[config.mk]
export PLATFORM = sky130hd
export DESIGN_NAME = ddr3_wr_gearbox
export DESIGN_NICKNAME = d
export VERILOG_FILES = /design/src/rtl/ddr3_wr_gearbox.sv
export SDC_FILE = /design/constraint.sdc
export NUM_CORES = 1
export LEC_CHECK = 0
export ABC_CLOCK_PERIOD_IN_PS = 6550
export BUFFER_PORTS_ARGS = -buffer_cell sky130_fd_sc_hd__buf_4
export CAP_MARGIN = 0
export CORE_MARGIN = 4
export CORE_UTILIZATION = 45
export CTS_CLUSTER_DIAMETER = 100
export DETAILED_ROUTE_END_ITERATION = 10
export SYNTH_ARGS = -nofsm -noshare
export SYNTH_HDL_FRONTEND = slang
export SYNTH_SLANG_ARGS = --single-unit
[constraint.sdc]
create_clock -name sclk -period 6.55 [get_ports sclk]
set_clock_uncertainty 0.05 [all_clocks]
set_input_delay 0 -clock sclk [delete_from_list [all_inputs] [get_ports sclk]]
set_output_delay 0 -clock sclk [all_outputs]
set_load 0.05 [all_outputs]
[src/rtl/ddr3_wr_gearbox.sv]
// BL8 write-burst FIFO and x4 gearing serializer for DQ/DQS (and DM when DDR3_WR_DM_EN
// is defined), with one-SCLK DQS preamble/postamble. Single SCLK domain.
module ddr3_wr_gearbox #(
   parameter int DQ_WIDTH   = 16,
   parameter int FIFO_DEPTH = 4,
   localparam int DM_WIDTH  = DQ_WIDTH / 8,
   localparam int DQS_WIDTH = DQ_WIDTH / 8
) (
   input  logic                  sclk,
   input  logic                  rstb,
   input  logic                  wr_valid,
   output logic                  wr_ready,
   input  logic [8*DQ_WIDTH-1:0] wr_data,
`ifdef DDR3_WR_DM_EN
   input  logic [8*DM_WIDTH-1:0] wr_mask,
   output logic [DM_WIDTH-1:0]   dm_d0,
   output logic [DM_WIDTH-1:0]   dm_d1,
   output logic [DM_WIDTH-1:0]   dm_d2,
   output logic [DM_WIDTH-1:0]   dm_d3,
`endif
   output logic [DQ_WIDTH-1:0]   dq_d0,
   output logic [DQ_WIDTH-1:0]   dq_d1,
   output logic [DQ_WIDTH-1:0]   dq_d2,
   output logic [DQ_WIDTH-1:0]   dq_d3,
   output logic [DQS_WIDTH-1:0]  dqs_d0,
   output logic [DQS_WIDTH-1:0]  dqs_d1,
   output logic [DQS_WIDTH-1:0]  dqs_d2,
   output logic [DQS_WIDTH-1:0]  dqs_d3,
   output logic                  dq_oe,
   output logic                  dqs_oe,
   output logic                  wr_idle
);

   localparam int PTR_W = $clog2(FIFO_DEPTH);
   localparam logic [PTR_W:0]   DEPTH_C = (PTR_W+1)'(FIFO_DEPTH);
   localparam logic [PTR_W:0]   CNT_ONE = (PTR_W+1)'(1);
   localparam logic [PTR_W-1:0] PTR_ONE = PTR_W'(1);

   localparam logic [2:0] ST_IDLE  = 3'd0;
   localparam logic [2:0] ST_PRE   = 3'd1;
   localparam logic [2:0] ST_BEAT0 = 3'd2;
   localparam logic [2:0] ST_BEAT1 = 3'd3;
   localparam logic [2:0] ST_POST  = 3'd4;

   logic [8*DQ_WIDTH-1:0] data_mem_r [FIFO_DEPTH];
   logic [8*DQ_WIDTH-1:0] burst_r;
   logic [8*DQ_WIDTH-1:0] head_s;
   logic [PTR_W-1:0]      wptr_r, rptr_r;
   logic [PTR_W:0]        count_r, count_nxt_s;
   logic [2:0]            state_r, state_nxt_s;
   logic                  full_s, push_s, pop_s, beat_nxt_s;
`ifdef DDR3_WR_DM_EN
   logic [8*DM_WIDTH-1:0] mask_mem_r [FIFO_DEPTH];
   logic [8*DM_WIDTH-1:0] burst_mask_r;
   logic [8*DM_WIDTH-1:0] head_mask_s;
   assign head_mask_s = mask_mem_r[rptr_r];
`endif

   // Full is judged on the registered count, so a same-cycle pop lifts it only next cycle.
   assign full_s   = (count_r == DEPTH_C);
   assign wr_ready = ~full_s & ~rstb;
   assign push_s   = wr_valid & wr_ready;
   assign head_s   = data_mem_r[rptr_r];

   // Next-state and pop decision; IDLE/POST also react to a push landing this cycle.
   always_comb begin
      state_nxt_s = state_r;
      pop_s       = 1'b0;
      case (state_r)
         ST_IDLE: begin
            if ((count_r != '0) || push_s) state_nxt_s = ST_PRE;
            else                           state_nxt_s = ST_IDLE;
         end
         ST_PRE: begin
            state_nxt_s = ST_BEAT0;
            pop_s       = 1'b1;
         end
         ST_BEAT0: state_nxt_s = ST_BEAT1;
         ST_BEAT1: begin
            if (count_r != '0) begin
               state_nxt_s = ST_BEAT0;
               pop_s       = 1'b1;
            end else begin
               state_nxt_s = ST_POST;
            end
         end
         ST_POST: begin
            if ((count_r != '0) || push_s) state_nxt_s = ST_PRE;
            else                           state_nxt_s = ST_IDLE;
         end
         default: state_nxt_s = ST_IDLE;
      endcase
   end

   // Occupancy update from push/pop.
   always_comb begin
      count_nxt_s = count_r;
      if (push_s && !pop_s)      count_nxt_s = count_r + CNT_ONE;
      else if (!push_s && pop_s) count_nxt_s = count_r - CNT_ONE;
      else                       count_nxt_s = count_r;
      beat_nxt_s = (state_nxt_s == ST_BEAT0) || (state_nxt_s == ST_BEAT1);
   end

   // FIFO storage; entries are not cleared on reset since pointers define validity.
   always_ff @(posedge sclk) begin
      if (push_s) begin
         data_mem_r[wptr_r] <= wr_data;
`ifdef DDR3_WR_DM_EN
         mask_mem_r[wptr_r] <= wr_mask;
`endif
      end
   end

   // Pointers, FSM and flopped gearing outputs.
   always_ff @(posedge sclk) begin
      if (rstb) begin
         wptr_r  <= '0;
         rptr_r  <= '0;
         count_r <= '0;
         state_r <= ST_IDLE;
         burst_r <= '0;
         dq_d0   <= '0;
         dq_d1   <= '0;
         dq_d2   <= '0;
         dq_d3   <= '0;
         dqs_d0  <= '0;
         dqs_d1  <= '0;
         dqs_d2  <= '0;
         dqs_d3  <= '0;
         dq_oe   <= 1'b0;
         dqs_oe  <= 1'b0;
         wr_idle <= 1'b1;
`ifdef DDR3_WR_DM_EN
         burst_mask_r <= '0;
         dm_d0 <= '0;
         dm_d1 <= '0;
         dm_d2 <= '0;
         dm_d3 <= '0;
`endif
      end else begin
         if (push_s) wptr_r <= wptr_r + PTR_ONE;
         if (pop_s)  rptr_r <= rptr_r + PTR_ONE;
         count_r <= count_nxt_s;
         state_r <= state_nxt_s;
         dq_oe   <= beat_nxt_s;
         dqs_oe  <= (state_nxt_s != ST_IDLE);
         wr_idle <= (state_nxt_s == ST_IDLE) && (count_nxt_s == '0);
         // First half goes straight from the FIFO head; the burst register feeds the second.
         if (pop_s) begin
            burst_r <= head_s;
            dq_d0   <= head_s[0*DQ_WIDTH +: DQ_WIDTH];
            dq_d1   <= head_s[1*DQ_WIDTH +: DQ_WIDTH];
            dq_d2   <= head_s[2*DQ_WIDTH +: DQ_WIDTH];
            dq_d3   <= head_s[3*DQ_WIDTH +: DQ_WIDTH];
`ifdef DDR3_WR_DM_EN
            burst_mask_r <= head_mask_s;
            dm_d0 <= head_mask_s[0*DM_WIDTH +: DM_WIDTH];
            dm_d1 <= head_mask_s[1*DM_WIDTH +: DM_WIDTH];
            dm_d2 <= head_mask_s[2*DM_WIDTH +: DM_WIDTH];
            dm_d3 <= head_mask_s[3*DM_WIDTH +: DM_WIDTH];
`endif
         end else if (state_nxt_s == ST_BEAT1) begin
            dq_d0 <= burst_r[4*DQ_WIDTH +: DQ_WIDTH];
            dq_d1 <= burst_r[5*DQ_WIDTH +: DQ_WIDTH];
            dq_d2 <= burst_r[6*DQ_WIDTH +: DQ_WIDTH];
            dq_d3 <= burst_r[7*DQ_WIDTH +: DQ_WIDTH];
`ifdef DDR3_WR_DM_EN
            dm_d0 <= burst_mask_r[4*DM_WIDTH +: DM_WIDTH];
            dm_d1 <= burst_mask_r[5*DM_WIDTH +: DM_WIDTH];
            dm_d2 <= burst_mask_r[6*DM_WIDTH +: DM_WIDTH];
            dm_d3 <= burst_mask_r[7*DM_WIDTH +: DM_WIDTH];
`endif
         end
         if (beat_nxt_s) begin
            dqs_d0 <= {DQS_WIDTH{1'b1}};
            dqs_d1 <= {DQS_WIDTH{1'b0}};
            dqs_d2 <= {DQS_WIDTH{1'b1}};
            dqs_d3 <= {DQS_WIDTH{1'b0}};
         end else begin
            dqs_d0 <= {DQS_WIDTH{1'b0}};
            dqs_d1 <= {DQS_WIDTH{1'b0}};
            dqs_d2 <= {DQS_WIDTH{1'b0}};
            dqs_d3 <= {DQS_WIDTH{1'b0}};
         end
      end
   end

endmodule

==> results of run 1 <==
power breakdown:
part	switching [W]	total, W	internal (W)
clock network	0.00150	0.00369	0.00219
registers	0.000323	0.00529	0.00496
logic	0.00184	0.00306	0.00121
state kept, by name, indices dropped and copies added (netlist names), named ones only:
signal      flops
burst_r        64
count_r         3
data_mem_r    512
dq_d0          16
dq_d1          16
dq_d2          16
dq_d3          16
dqs_d2          1
dqs_oe          1
rptr_r          2
state_r         3
wptr_r          2
wr_idle         1
routing by layer:
metal | vias to the layer above | share of wire (%)
met4 | 2 | 1.9
met2 | 294 | 50
met1 | 6586 | 44
li1 | 5804 | -
met5 | - | 0.025
met3 | 66 | 4.7
how the worst max path moves through the flow:
stage / to / depth (start not counted)
detailed placement: data_mem_r[0][101] / 5
global placement: data_mem_r[0][101] / 5
CTS: data_mem_r[0][96] / 5
finish: data_mem_r[0][24] / 5
global route: data_mem_r[0][37] / 5
floorplan: data_mem_r[0][0] / 4
worst max-delay path, delay by kind of cell (launching register included):
kind | cells | cell delay [ns]
buffers and inverters | 2 | 0.75
adder cells (fa/ha/maj) | 1 | 0.28
AND/OR/NAND/NOR | 1 | 0.94
flip-flops | 1 | 0.37
AO/OA/AOI/OAI | 1 | 0.24
through the flow:
stage	area, µm²	setup WS (ns)	std cells	util (%)
floorplan	23900	1.83	1319	-
global placement	26000	3.41	2137	49.5
detailed placement	26000	3.39	2137	49.5
CTS	29500	3.37	2388	56.0
global route	29500	3.27	2390	56.1
finish	29500	3.49	2393	56.1
cell usage in the layout, fill, tap and decap left out, types with 26 or more instances in the layout:
cell type	n
edfxtp_1	512
buf_4	214
nand2_1	194
dfxtp_1	141
dlygate4sd3_1	130
mux4_2	128
a21oi_1	91
clkbuf_16	69
nor2_1	49
a311oi_1	37
a22oi_1	26
kinds of logic (layout without fill, tap and decap cells):
| group | Yosys count | count (layout) | share of synthesized area (%) |
|---|---|---|---|
| muxes | 129 | 129 | 12.1 |
| buffers and inverters | 92 | 473 | 2.09 |
| xor gates and xnor gates | 6 | 6 | 0.220 |
| DFF | 655 | 655 | 76.3 |
| AOI/OAI and AO/OA | 166 | 166 | 4.55 |
| other | 1 | 9 | 0.0157 |
| adders and majority gates | 8 | 8 | 0.414 |
| and+or+nand+nor | 259 | 259 | 4.30 |
cell type report:
class                   count  area, µm²  share of cell area [%]
flip-flops and latches    655      18200                    61.9
multi-input cells         572       5210                    17.7
repair buffers            347       2970                    10.1
clock buffers             104       2010                    6.82
well taps                 688        861                    2.92
clock inverters            17        140                   0.476
inverters                   5       18.8                  0.0637
diodes                      5       12.5                  0.0425
timing repair:
item	4_1_cts	5_1_grt
endpoints found under the setup margin	0	0
hold endpoints to repair	558	0
hold buffers	130	0
==> results.json, run 1 <==
{
  "clock-sinks": 655,
  "cts_resized": 0,
  "numCtsBuffers": 67,
  "start_util_pct": 45.5,
  "r2r_end": "data_mem_r[0][24]",
  "crit_required_ns": 6.71,
  "slew_violations": 0,
  "nNetsFinal": 1786,
  "ioPinCount": 207,
  "regToRegStartpoint": "count_r[0]",
  "via_per_inst": 5.33,
  "synth_top_area_share_pct": 64.3,
  "cp.arrival_ns": 3.21,
  "yosysWarnings": 0,
  "whs_ns": 0.0996,
  "syn_area_per_cell_um2": 18.2,
  "dp_hpwl_mm": 29.8,
  "synth-seq-area-share_pct": 76.3,
  "worst_path_max_delay_cell": "and3_4",
  "worst_slew_pin_slew_ns": 1.14,
  "peakVddDrop_v": 0.000265,
  "min-delay-start": "wr_data[99]",
  "drtIter0Drc": 879,
  "grt_use_met2_pct": 30.3,
  "detail-route-antenna-nets": 0,
  "num_vias": 12800,
  "grt_use_met1_pct": 25.9,
  "grt_util_met3_pct": 3.28,
  "top_usage_layer": "met2",
  "final_layout_size_suffix_gt1_share_pct": 27.2,
  "min_to": "data_mem_r[0][99]",
  "ys_ff_latch": 655,
  "first_pass_iters": 5,
  "slew_headroom_pct": 24.3,
  "io_buffers": 202,
  "reg2reg_slack_ns": 3.49,
  "max_cap_violations": 0,
  "r2r_cells": 5,
  "rsz0062_at_grt": "false",
  "grt_max_degree": 86,
  "min_path_type": "input port to flip-flop",
  "worstSetupStartpoint": "count_r[0]",
  "tns_ns": 0,
  "synth.most_common_cell": "edfxtp_1",
  "h-tree-depth": 3,
  "cts.clk_slew.worst_paths_ns": 0.06,
  "cpPeakStageDelay_ns": 0.94,
  "synth_top_area_cell": "edfxtp_1",
  "die_y_um": 238,
  "async_reset_ff_share_pct": 0,
  "fin_crit_sh_pct": 46.7,
  "rows": 84,
  "grt-ovfl-total": 0,
  "outcome": "complete, no violations",
  "clk_latency_ns": 0.59,
  "wl_mm": 52.5,
  "grtUsageTotal_pct": 18.5,
  "clk_path_buf_depth": 3,
  "grt_pass1_wl_mm": 80.2,
  "syn_inst": 1316,
  "synth_commonest_cells": "edfxtp_1, nand2_1, dfxtp_1",
  "hold_path_depth": 2,
  "period_minus_slack_ns": 3.06,
  "critPathCaptureType": "flip-flop",
  "synthTopCellsByArea": "edfxtp_1, mux4_2, dfxtp_1",
  "num-fill-cells": 4105,
  "cp_max_fo": 65,
  "p_total_w": 0.0120,
  "finalWeightedCongestion": 0.704,
  "synth_edf_count": 512,
  "synthToLayoutAreaGrowth_pct": 23.3,
  "synth_top_flop_cell": "edfxtp_1",
  "mappedNetlistArea_um2": 23900,
  "maxClockFrequency_mhz": 327,
  "cp-start-kind": "flip-flop",
  "post_cts_buffers": 0,
  "cts_tree": "done",
  "hold_viol": 0,
  "cts_root_buffer": "clkbuf_16",
  "wire_per_inst_um": 21.9,
  "path_cells": "inv_1, ha_1, a21oi_4, and3_4, buf_4",
  "die_x_um": 238,
  "setup_viol": 0,
  "ys_types": 40,
  "antenna_found_initial": 5,
  "p_per_area_nw_per_um2": 408,
  "dieArea_um2": 56900,
  "leakage_nw": 9.82,
  "criticalPathCategory": "flip-flop to flip-flop",
  "core_area_um2": 52600,
  "first_global_vias": 13100,
  "drc": 0
}
Power figures use the tool's default switching activity.
==> run 2, diff against run 1 <==
Settings changed: ABC_AREA set to 1, ABC_CLOCK_PERIOD_IN_PS 6550 to 2950.
Clock period 6.55 ns to 2.95 ns, I/O delays scaled along.
==> results.json, run 2 <==
{
  "setup_viol": 0,
  "largest_register": "data_mem_r",
  "detail-route-antenna-nets": 0,
  "post_dp_cell_area_um2": 27400,
  "h-tree-depth": 3,
  "min_to": "data_mem_r[3][93]",
  "seq_area_um2": 18200,
  "post_cts_buffers": 0,
  "p_total_w": 0.0278,
  "ys_types": 24,
  "critPathCaptureType": "flip-flop",
  "syn_inst": 2139,
  "min-delay-start": "wr_data[93]",
  "cts.clk_slew.worst_paths_ns": 0.06,
  "cts_root_buffer": "clkbuf_16",
  "min_path_type": "input port to flip-flop",
  "dp_hpwl_mm": 38.6,
  "num-fill-cells": 4656,
  "reg2reg_slack_ns": 0.69,
  "mostFrequentLayoutCells": "edfxtp_1, nand2_1, nand3_1, buf_4, nor2_1",
  "clock-sinks": 655,
  "fin_ws_ns": 0.688,
  "dpl_worst_slack_ns": 0.700,
  "r2r_end": "data_mem_r[1][65]",
  "drc": 0,
  "grt_pass1_wl_mm": 100,
  "grt-ovfl-total": 0,
  "start_util_pct": 45.5,
  "criticalPathCategory": "flip-flop to flip-flop",
  "whs_ns": 0.0754,
  "finalWeightedCongestion": 0.740,
  "die_y_um": 244,
  "ioPinCount": 207,
  "synth_top_area_cell": "edfxtp_1",
  "maxClockFrequency_mhz": 442,
  "max_cap_violations": 0,
  "postLayoutCellArea_um2": 30800,
  "leakage_nw": 11.4,
  "mappedNetlistArea_um2": 25100,
  "drtIter0Drc": 1271,
  "final_layout_size_suffix_gt1_share_pct": 14.4,
  "outcome": "complete, no violations",
  "hold_viol": 0,
  "grt_max_degree": 135,
  "cp_max_fo": 47,
  "synth_top_flop_cell": "edfxtp_1",
  "wl_mm": 65.6,
  "wire_per_inst_um": 20.1,
  "first_pass_iters": 4,
  "hold_path_depth": 2,
  "synthTopCellsByArea": "edfxtp_1, dfxtp_1, nand2_1",
  "synth_edf_count": 512,
  "async_reset_ff_share_pct": 0,
  "ys_ff_latch": 655,
  "synth_commonest_cells": "edfxtp_1, nand2_1, nand3_1",
  "synth-seq-area-share_pct": 72.7,
  "largest_reg_flops": 512,
  "crit_required_ns": 3.17,
  "grtUsageTotal_pct": 21.7,
  "first_global_vias": 16500,
  "fin_crit_sh_pct": 76.7,
  "cp.arrival_ns": 2.48,
  "peakVddDrop_v": 0.000768,
  "r2r_cells": 6,
  "nNetsFinal": 2582,
  "antenna_found_initial": 12,
  "cp-start-kind": "flip-flop",
  "clk_latency_ns": 0.61,
  "worst_slew_pin_slew_ns": 1.02,
  "numCtsBuffers": 70,
  "clk_path_buf_depth": 3,
  "synth.most_common_cell": "edfxtp_1",
  "period_minus_slack_ns": 2.26,
  "dieArea_um2": 59600,
  "reg_top3": "data_mem_r: 512 flops, burst_r: 64 flops",
  "cts_tree": "done",
  "multi_input_area_um2": 5530,
  "core_area_um2": 55100,
  "slew_violations": 0,
  "syn_area_per_cell_um2": 11.7,
  "final_common_cell": "edfxtp_1",
  "io_buffers": 202,
  "synthToLayoutAreaGrowth_pct": 22.8,
  "rsz0062_at_grt": "false",
  "regToRegStartpoint": "count_r[0]",
  "die_x_um": 244,
  "slew_headroom_pct": 32.1,
  "rows": 86,
  "num_vias": 17000,
  "yosysWarnings": 0,
  "synth_top_area_share_pct": 61.3,
  "via_per_inst": 5.23,
  "p_per_area_nw_per_um2": 901
}
-- run 2: kinds of logic after synthesis --
group           share of synthesized area (%)
simple gates                             13.9
flops                                    72.7
compound gates                           7.56
buf+inv                                  5.47
fa+ha+maj                               0.349
xor+xnor                               0.0349
other cells                            0.0150
-- run 2: layout make-up --
cell class                      count  area share (%)
Clock buffer                       95            6.09
Inverter                          161            2.00
Clock inverter                     35           0.747
Tap cell                          748            3.04
Antenna cell                        7          0.0569
Sequential cell                   655            59.2
Multi-Input combinational cell   1185            18.0
Timing Repair Buffer              371            10.9
-- run 2: how the worst max path moves through the flow --
stage / startpoint / to / slack [ns] / cells past startpoint
2_1_floorplan: count_r[0] / data_mem_r[0][0] / -0.25 / 6
3_3_place_gp: count_r[0] / data_mem_r[1][52] / 0.69 / 6
3_5_place_dp: count_r[0] / data_mem_r[1][61] / 0.70 / 6
4_1_cts: count_r[0] / data_mem_r[1][11] / 0.68 / 6
5_1_grt: count_r[0] / data_mem_r[1][65] / 0.58 / 6
6_report: count_r[0] / data_mem_r[1][65] / 0.69 / 6
-- run 2: per-layer routing --
metal | global-route usage [%] | vias up | part of all wire, %
met5 | 0 | - | 0.12
met2 | 35.9 | 501 | 48
li1 | - | 8070 | -
met3 | 4.30 | 110 | 6.2
met4 | 6.60 | 12 | 2.4
met1 | 29.4 | 8333 | 43
-- run 2: critical path, cell delays in order (launching register included) --
cell and delay, ns:
dfxtp_2 0.35, inv_2 0.06, ha_4 0.16, nand2_2 0.07
nand3_2 0.30, nor2_4 0.52, buf_12 0.34
-- run 2: power by group --
| group | leakage [nW] | total [W] | switching [W] | internal (W) |
|---|---|---|---|---|
| Combinational | 4.56 | 0.00820 | 0.00574 | 0.00246 |
| Sequential | 5.82 | 0.0115 | 0.000510 | 0.0109 |
| Clock | 1.04 | 0.00811 | 0.00359 | 0.00452 |
| Total | 11.4 | 0.0278 | 0.00984 | 0.0179 |
-- run 2: what timing repair did --
action	in CTS	in global routing
hold endpoints to repair	545	0
resized for setup	0	0
hold buffers	130	0
-- run 2: through the flow --
stage | utilization [%] | setup TNS, ns | instances
after global routing | 55.9 | 0 | 3253
final | 55.9 | 0 | 3257
after CTS | 55.9 | 0 | 3250
after floorplan | - | -120.31 | 2142
after detailed placement | 49.7 | 0 | 2990
after global placement | 49.7 | 0 | 2990
==> run 3, diff against run 2 <==
Settings changed: ABC_CLOCK_PERIOD_IN_PS 2950 to 1810, PLACE_DENSITY set to 0.65.
Clock period 2.95 ns to 1.81 ns, I/O delays scaled along.
==> results.json, run 3 (synthesis gave the netlist of run 2 again) <==
{
  "post_dp_cell_area_um2": 28600,
  "start_util_pct": 45.5,
  "cp-start-kind": "flip-flop",
  "dp.cells": 3078,
  "postLayoutCoreUtil_pct": 58.8,
  "setup_viol": 0,
  "ioPinCount": 207,
  "clock-sinks": 655,
  "grt_pass1_wl_mm": 101,
  "nNetsFinal": 2682,
  "cpMostUsedCell": "buf_12",
  "largest_register": "data_mem_r",
  "sequentialPowerShare_pct": 38.8,
  "cp_max_fo": 14,
  "antenna_found_initial": 10,
  "max_cap_violations": 0,
  "grt_use_met1_pct": 29.3,
  "cts.clk_slew.worst_paths_ns": 0.06,
  "leakage_nw": 12.2,
  "io_buffers": 202,
  "top_usage_layer": "met2",
  "worst_slew_pin_slew_ns": 0.963,
  "r2r_cells": 8,
  "clk_path_buf_depth": 3,
  "mostFrequentLayoutCells": "edfxtp_1, nand2_1, buf_4, nand3_1, nor2_1",
  "cp.depth": 8,
  "criticalPathCategory": "flip-flop to flip-flop",
  "h-tree-depth": 3,
  "crit_required_ns": 2.06,
  "dp_hpwl_mm": 42.8,
  "rows": 86,
  "p_switching_w": 0.0165,
  "numCtsBuffers": 70,
  "die_y_um": 244,
  "cts_root_buffer": "clkbuf_16",
  "fin_ws_ns": 0.0375,
  "finalWeightedCongestion": 0.817,
  "p_int_w": 0.0314,
  "cpPeakStageDelay_ns": 0.35,
  "p_per_area_nw_per_um2": 1480,
  "grt_max_degree": 79,
  "power.share.switching_pct": 34.5,
  "drtIter0Drc": 1688,
  "first_pass_iters": 6,
  "outcome": "complete, no violations",
  "synthToLayoutAreaGrowth_pct": 29.1,
  "slew_headroom_pct": 35.8,
  "num_vias": 17600,
  "wl_mm": 67.0,
  "drc": 0,
  "wire_per_inst_um": 20.0,
  "worst_path_max_delay_cell": "dfxtp_2",
  "grt_util_met3_pct": 4.39,
  "postLayoutCellArea_um2": 32400,
  "reg_top3": "data_mem_r: 512 flops, burst_r: 64 flops",
  "clk_latency_ns": 0.60,
  "maxClockFrequency_mhz": 564,
  "grtUsageTotal_pct": 21.7,
  "rsz0062_at_grt": "true",
  "dieArea_um2": 59600,
  "min_path_type": "input port to flip-flop",
  "cts_tree": "done",
  "stdcell_count": 3353,
  "grt-ovfl-total": 0,
  "path_delay_family": "buffers and inverters",
  "critPathCaptureType": "flip-flop",
  "slew_violations": 0,
  "detail-route-antenna-nets": 0,
  "dpl_worst_slack_ns": 0.00740,
  "whs_ns": 0.0982,
  "path_cells": "inv_2, ha_4, nand2_2, nand3_2, buf_12, nor2_4, buf_12, buf_12",
  "p_clk_share_pct": 29.3,
  "fin_crit_sh_pct": 97.9,
  "first_global_vias": 16900,
  "cp.arrival_ns": 2.02,
  "largest_reg_flops": 512,
  "die_x_um": 244,
  "hold_viol": 0,
  "hold_path_depth": 2,
  "combinationalPowerShare_pct": 31.9,
  "via_per_inst": 5.25,
  "final_common_cell": "edfxtp_1",
  "cp_num_buf_inv": 4,
  "core_area_um2": 55100,
  "final_layout_size_suffix_gt1_share_pct": 18.2,
  "peakVddDrop_v": 0.00115,
  "period_minus_slack_ns": 1.77,
  "grt_use_met2_pct": 36.2
}
## run 3: cell types whose count changed in the layout (fill, tap and decap cells not counted), moves of 4 or more
cell / delta
buf_12: +40
buf_4: +48
buf_6: +5
bufinv_16: +4
clkbuf_1: -4
clkbuf_16: +7
clkinv_1: -7
## run 3: power groups by stage
stage               clock network (W)  logic (W)  registers (W)
floorplan                           0    0.00729         0.0207
global placement                    0     0.0141         0.0189
detailed placement                  0     0.0144         0.0189
CTS                            0.0143     0.0147         0.0186
global route                   0.0149     0.0165         0.0187
finish                         0.0141     0.0153         0.0186
## run 3: layout make-up
cell class | instances | area [µm²]
timing repair buffer | 471 | 4740
antenna | 5 | 12.5
multi-input combinational | 1185 | 5570
clock inverter | 31 | 279
fill | 4363 | 22700
clock buffer | 97 | 1990
inverter | 161 | 624
sequential | 655 | 18200
tap | 748 | 936
## run 3: path summary, 6_finish.rpt
kind | endpoint | slack, ns | from
setup / recovery | data_mem_r[2][101] | 0.04 | count_r[1]
hold / removal | data_mem_r[3][47] | 0.1 | wr_data[47]
setup reg to reg | data_mem_r[2][101] | 0.04 | count_r[1]
hold reg to reg | burst_r[98] | 0.43 | burst_r[98]
## run 3: worst register-to-register path: cells and delay by family, from the launching register on
family,cells,cell delay [ns]
flip-flops,1,0.35
buffers and inverters,4,0.59
AND/OR/NAND/NOR,3,0.30
adder cells (fa/ha/maj),1,0.17
## run 3: repair_timing
item,in CTS,in global routing
gates cloned,0,4
pin swaps,0,1
hold buffers,130,0
setup buffers,0,8
hold endpoints to repair,519,0
endpoints found under the setup margin,1,362
resized for setup,2,16
## run 3: layer usage
| metal | wire [µm] | up-vias |
|---|---|---|
| met2 | 32700 | 647 |
| li1 | - | 8252 |
| met5 | 57 | - |
| met3 | 5030 | 118 |
| met4 | 1600 | 10 |
| met1 | 27600 | 8592 |
## run 3: through the flow
step | TNS [ns] | total power (W)
2_1_floorplan | -703.99 | 0.0280
3_3_place_gp | 0 | 0.0330
3_5_place_dp | 0 | 0.0333
4_1_cts | 0 | 0.0475
5_1_grt | -4.07 | 0.0502
6_report | 0 | 0.0480
